### config.mk
export PLATFORM = sky130hd
export DESIGN_NAME = wb8_master
export DESIGN_NICKNAME = d
export VERILOG_FILES = /design/src/rtl/wb8_pkg.sv /design/src/rtl/wb8_master.sv
export SDC_FILE = /design/constraint.sdc
export NUM_CORES = 1
export LEC_CHECK = 0
export BUFFER_PORTS_ARGS = -buffer_cell sky130_fd_sc_hd__buf_2
export CORE_MARGIN = 2
export CORE_UTILIZATION = 55
export CTS_BUF_LIST = sky130_fd_sc_hd__clkbuf_2
export CTS_CLUSTER_DIAMETER = 50
export DETAILED_ROUTE_END_ITERATION = 6
export PLACE_DENSITY = 0.95
export SYNTH_ARGS = -nofsm -noshare
export SYNTH_HDL_FRONTEND = slang
export SYNTH_SLANG_ARGS = --single-unit
### constraint.sdc
create_clock -name I_wb_clk -period 3.7 [get_ports I_wb_clk]
set_clock_uncertainty 0.2 [all_clocks]
set_input_delay 0.74 -clock I_wb_clk [delete_from_list [all_inputs] [get_ports I_wb_clk]]
set_output_delay 0.74 -clock I_wb_clk [all_outputs]
set_load 0.01 [all_outputs]
### src/rtl/wb8_pkg.sv
// Shared types and constants for the 8-bit Wishbone peripheral bus.
// Imported by wb8_master and anything that talks to wb8 slaves.
package wb8_pkg;

    localparam int WB8_DATA_W = 8;

    // Read data returned with an error response (and for every write)
    localparam logic [WB8_DATA_W-1:0] WB8_ERR_DAT = 8'h00;

    typedef enum logic [1:0] {
        IDLE = 2'd0,
        BUS  = 2'd1,
        RESP = 2'd2
    } wb8_state_t;

endpackage

### src/rtl/wb8_master.sv
// Single-outstanding Wishbone initiator: one valid/ready request becomes one
// classic bus cycle, answered on a valid/ready response stream (data or timeout).
module wb8_master
    import wb8_pkg::*;
#(
    parameter int ADDR_WIDTH     = 2,
    parameter int TIMEOUT_CYCLES = 255
) (
    input  logic                  I_wb_clk,
    input  logic                  I_reset_n,
    input  logic                  I_req_valid,
    output logic                  O_req_ready,
    input  logic [ADDR_WIDTH-1:0] I_req_adr,
    input  logic [WB8_DATA_W-1:0] I_req_dat,
    input  logic                  I_req_we,
    output logic                  O_rsp_valid,
    input  logic                  I_rsp_ready,
    output logic [WB8_DATA_W-1:0] O_rsp_dat,
    output logic                  O_rsp_err,
    output logic                  O_wb_cyc,
    output logic                  O_wb_stb,
    output logic                  O_wb_we,
    output logic [ADDR_WIDTH-1:0] O_wb_adr,
    output logic [WB8_DATA_W-1:0] O_wb_dat,
    input  logic                  I_wb_ack,
    input  logic [WB8_DATA_W-1:0] I_wb_dat
);

    // A zero timeout still needs a legal one-bit counter
    localparam int CNT_W = (TIMEOUT_CYCLES == 0) ? 1 : $clog2(TIMEOUT_CYCLES + 1);
    localparam logic [CNT_W-1:0] CNT_LAST =
        (TIMEOUT_CYCLES == 0) ? '0 : CNT_W'(TIMEOUT_CYCLES - 1);
    localparam logic [CNT_W-1:0] CNT_MAX = '1;

    wb8_state_t       state;
    wb8_state_t       state_next;
    logic [CNT_W-1:0] count;
    logic             timeout_hit;

    assign timeout_hit = (TIMEOUT_CYCLES != 0) && (count == CNT_LAST);

    always_ff @(posedge I_wb_clk or negedge I_reset_n) begin
        if (!I_reset_n) begin
            state <= IDLE;
        end else begin
            state <= state_next;
        end
    end

    // Ack beats a simultaneous timeout; both end the bus cycle
    always_comb begin
        state_next = state;
        case (state)
            IDLE:    if (I_req_valid)             state_next = BUS;
            BUS:     if (I_wb_ack || timeout_hit) state_next = RESP;
            RESP:    if (I_rsp_ready)             state_next = IDLE;
            default:                              state_next = IDLE;
        endcase
    end

    // Strobe decoded straight from state so reset drops it without waiting for a clock
    always_comb begin
        O_req_ready = 1'b0;
        O_wb_stb    = 1'b0;
        O_rsp_valid = 1'b0;
        case (state)
            IDLE:    O_req_ready = 1'b1;
            BUS:     O_wb_stb    = 1'b1;
            RESP:    O_rsp_valid = 1'b1;
            default: ;
        endcase
    end

    assign O_wb_cyc = O_wb_stb;

    always_ff @(posedge I_wb_clk or negedge I_reset_n) begin
        if (!I_reset_n) begin
            O_wb_adr  <= '0;
            O_wb_dat  <= '0;
            O_wb_we   <= 1'b0;
            O_rsp_dat <= '0;
            O_rsp_err <= 1'b0;
            count     <= '0;
        end else begin
            case (state)
                IDLE: begin
                    if (I_req_valid) begin
                        O_wb_adr <= I_req_adr;
                        O_wb_dat <= I_req_we ? I_req_dat : '0;
                        O_wb_we  <= I_req_we;
                        count    <= '0;
                    end
                end
                BUS: begin
                    if (I_wb_ack) begin
                        O_rsp_dat <= O_wb_we ? '0 : I_wb_dat;
                        O_rsp_err <= 1'b0;
                    end else if (timeout_hit) begin
                        O_rsp_dat <= WB8_ERR_DAT;
                        O_rsp_err <= 1'b1;
                    end else if (count != CNT_MAX) begin
                        count <= count + 1'b1;
                    end
                end
                default: ;
            endcase
        end
    end

endmodule

==> results.tsv <==
stage	metric	value	unit
run_status	run status	finished, final reports clean	
clock_tree	# H-tree levels	2	
cells_and_area	final instance area	0.00176	mm^2
sta	Worst slew margin	56.7	%
pwr	Cell Pwr Density	705	mW/mm^2
sta	f_max	419	MHz
clock_tree	CTS Hold Bufs	0	
place	Post-DP Area	0.00173	mm^2
detailed_routing	vias per inst	5.58	
cells_and_area	Finished Layout Cells	222	
cells_and_area	Reg area	751	um^2
global_route	initial antenna violation count	0	
floorplan	IO Pins	48	
worst_setup_path	worst-path maximum fanout	17	
detailed_routing	Final ANT Viol Nets	0	
clock_tree	clock buffer depth	2	
detailed_routing	DRC violations left	0	
clock_tree	CTS tree	done	
clock_tree	postcts setup bufs	0	
synthesis	post-synthesis async set-or-reset flop share	100	%
synthesis	sequential share of the synthesized area	50.3	%
detailed_routing	drt pass-1 iters	4	
worst_setup_path	Req. time, crit path	2.76	ns
synthesis	Avg Cell Area, Syn	10.4	um^2
clock_tree	CTS Buf Count	5	
cells_and_area	number of antenna diodes	0	
synthesis	Yosys warnings	0	
sta	setup tns final	0	ns
global_route	vias in the first global route	1265	
cells_and_area	layout cells sized above 1	35.4	%
clock_tree	clk slew on worst S/H paths	0.15	ns
synthesis	Synth Area in Compound Gates	18.4	%
global_route	total congestion overflow	0	
clock_tree	CTS sink cnt	30	
global_route	largest net degree at the start of global routing	31	
synthesis	Synthesized Nets	170	
global_route	first-pass GRT wire length	5530	um
floorplan	Die ar.	0.00315	mm^2
sta	final hold vios	0	
floorplan	Initial Utilization	59.2	%
sta	Hold Slack	0.182	ns
synthesis	main combinational cell family by area after synthesis	simple AND/OR/NAND/NOR gates	
worst_hold_path	hold crit path type	in -> async	
clock_tree	post-cts resize count	0	
global_route	GR peak layer	met2	
floorplan	DIE WIDTH	56.1	um
sta	setup violators final	0	
synthesis	XOR/XNOR Fraction of Synth Area	0.586	%
synthesis	area of the mapped netlist	0.00149	mm^2
worst_setup_path	WP data arrival	1.44	ns
sta	Final Max Tran Viols	0	
worst_setup_path	crit path launch type	register	
sta	fin crit share	64.5	%
synthesis	count of cell types in the netlist	45	
place	placed cells	214	
synthesis	mux contribution to synthesized area	2.93	%
cells_and_area	FILL cells	202	
pwr	Worst VDD drop	0.000493	V
synthesis	Post-synth top flop	dfrtp_1	
worst_setup_path	Critical Path Sink Type	output pin	
place	IO buf count	47	
global_route	met3 Usage GRT	4.19	%
pwr	Static Leak	0.894	nW
flow_run	max cap viols	0	
floorplan	Die Height	56.1	um
global_route	Overall Global Routing Usage	22.8	%
sta	Tmin final	2.38	ns
clock_tree	CTS Root Cell	clkbuf_2	
worst_setup_path	critical path type	reg -> out	
pwr	Power Total	0.00124	W
floorplan	core area	0.00252	mm^2
cells_and_area	Layout area overhead	18.1	%
synthesis	#FFs+latches synth	30	
sta	Worst-Margin Slew	0.650	ns
place	dpl hpwl	2390	um
place	GP Congestion	0.795	
synthesis	EDFF count, synth	0	
detailed_routing	Initial DRC Count	19	
detailed_routing	Via Count	1239	
sta	RSZ-0062 raised after global routing	no	
synthesis	Synth Area in Adders	1.68	%
cells_and_area	multi-input combinational cell area	642	um^2
floorplan	row cnt	18	
synthesis	cell count after synthesis	144	
global_route	GRT met2 Usage	40.0	%
global_route	met1 usage	25.9	%
clock_tree	latest clock arrival within the worst-skew pair	0.36	ns
detailed_routing	Routed WL	3190	um
synthesis	simple-gate share of the synthesized area	19.3	%
detailed_routing	average routed wire per standard cell	14.4	um
cells_and_area	Total Nets Final	217	
-- layout by cell type (no fill, tap or decap), types with 2 or more instances in the layout --
cell type,count
dfrtp_1,30
o211a_1,2
o211ai_1,3
buf_2,47
nand4b_1,8
a21oi_2,2
o21ai_0,10
nand2_1,21
ha_1,2
nand3_1,2
o22ai_1,2
nor3b_1,2
inv_1,16
clkbuf_2,6
mux2_1,3
o21ai_1,8
-- worst max-delay path, cell delays in order, from the launching register on --
cell	delay, ns
dfrtp_1	0.47
and2b_4	0.43
buf_2	0.18
-- final timing paths --
kind,cells past startpoint,slack [ns],from,endpoint
setup / recovery,2,1.32,state[1],O_wb_cyc
hold / removal,1,0.18,I_reset_n,O_rsp_dat[2]
setup reg to reg,4,1.86,state[1],count[4]
hold reg to reg,2,0.30,O_wb_dat[5],O_wb_dat[5]
max in group asynchronous,1,2.69,I_reset_n,count[3]
min in group I_wb_clk,2,0.30,O_wb_dat[5],O_wb_dat[5]
-- flip-flops by register name, summed over array words and instances, names as in the netlist --
signal	count
O_wb_dat	8
state	2
O_rsp_dat	8
O_rsp_err	1
O_wb_adr	2
count	8
O_wb_we	1
-- per-layer routing --
layer  share of wire (%)  vias up  routed length [um]
li1                    -      601                   -
met1                  41      592                1320
met2                  50       38                1610
met3                 5.8        8                 184
met4                 2.3        0                  72
met5                   0        -                   0
-- cell usage after synthesis, types with 2 or more instances --
master    count  area (um^2)
a21oi_2       2         17.5
buf_2         3         15.0
dfrtp_1      30          751
ha_1          2         25.0
inv_1        16         60.1
mux2_1        3         33.8
nand2_1      21         78.8
nand3_1       2         10.0
nand4b_1      8         70.1
nor3b_1       2         15.0
o211a_1       2         20.0
o211ai_1      3         22.5
o21ai_0      10         50.1
o21ai_1       8         40.0
o22ai_1       2         12.5
-- kinds of logic after synthesis --
kind of cell	after synthesis
and+or+nand+nor	47
AOI/OAI and AO/OA	37
DFF	30
buffers and inverters	23
muxes	4
adders and majority gates	2
xor gates and xnor gates	1
-- cell type report --
class / instances / share of cell area (%)
clock buffer: 6 / 1.70
clock inverter: 2 / 0.496
inverter: 16 / 3.40
multi-input combinational: 91 / 36.4
sequential: 30 / 42.6
tap: 30 / 2.13
timing repair buffer: 47 / 13.3
-- metrics by stage --
stage	setup slack (ns)	utilization, %
finish	1.32	69.9
global route	1.24	69.9
CTS	1.31	69.9
detailed placement	1.54	68.4
global placement	1.57	68.4
floorplan	1.70	-
-- power breakdown --
group | switching (W) | leakage, nW | internal, W
sequential | 0.0000964 | 0.392 | 0.000457
clock | 0.000109 | 0.0304 | 0.0000464
combinational | 0.000302 | 0.472 | 0.000232
Power figures use the tool's default switching activity.
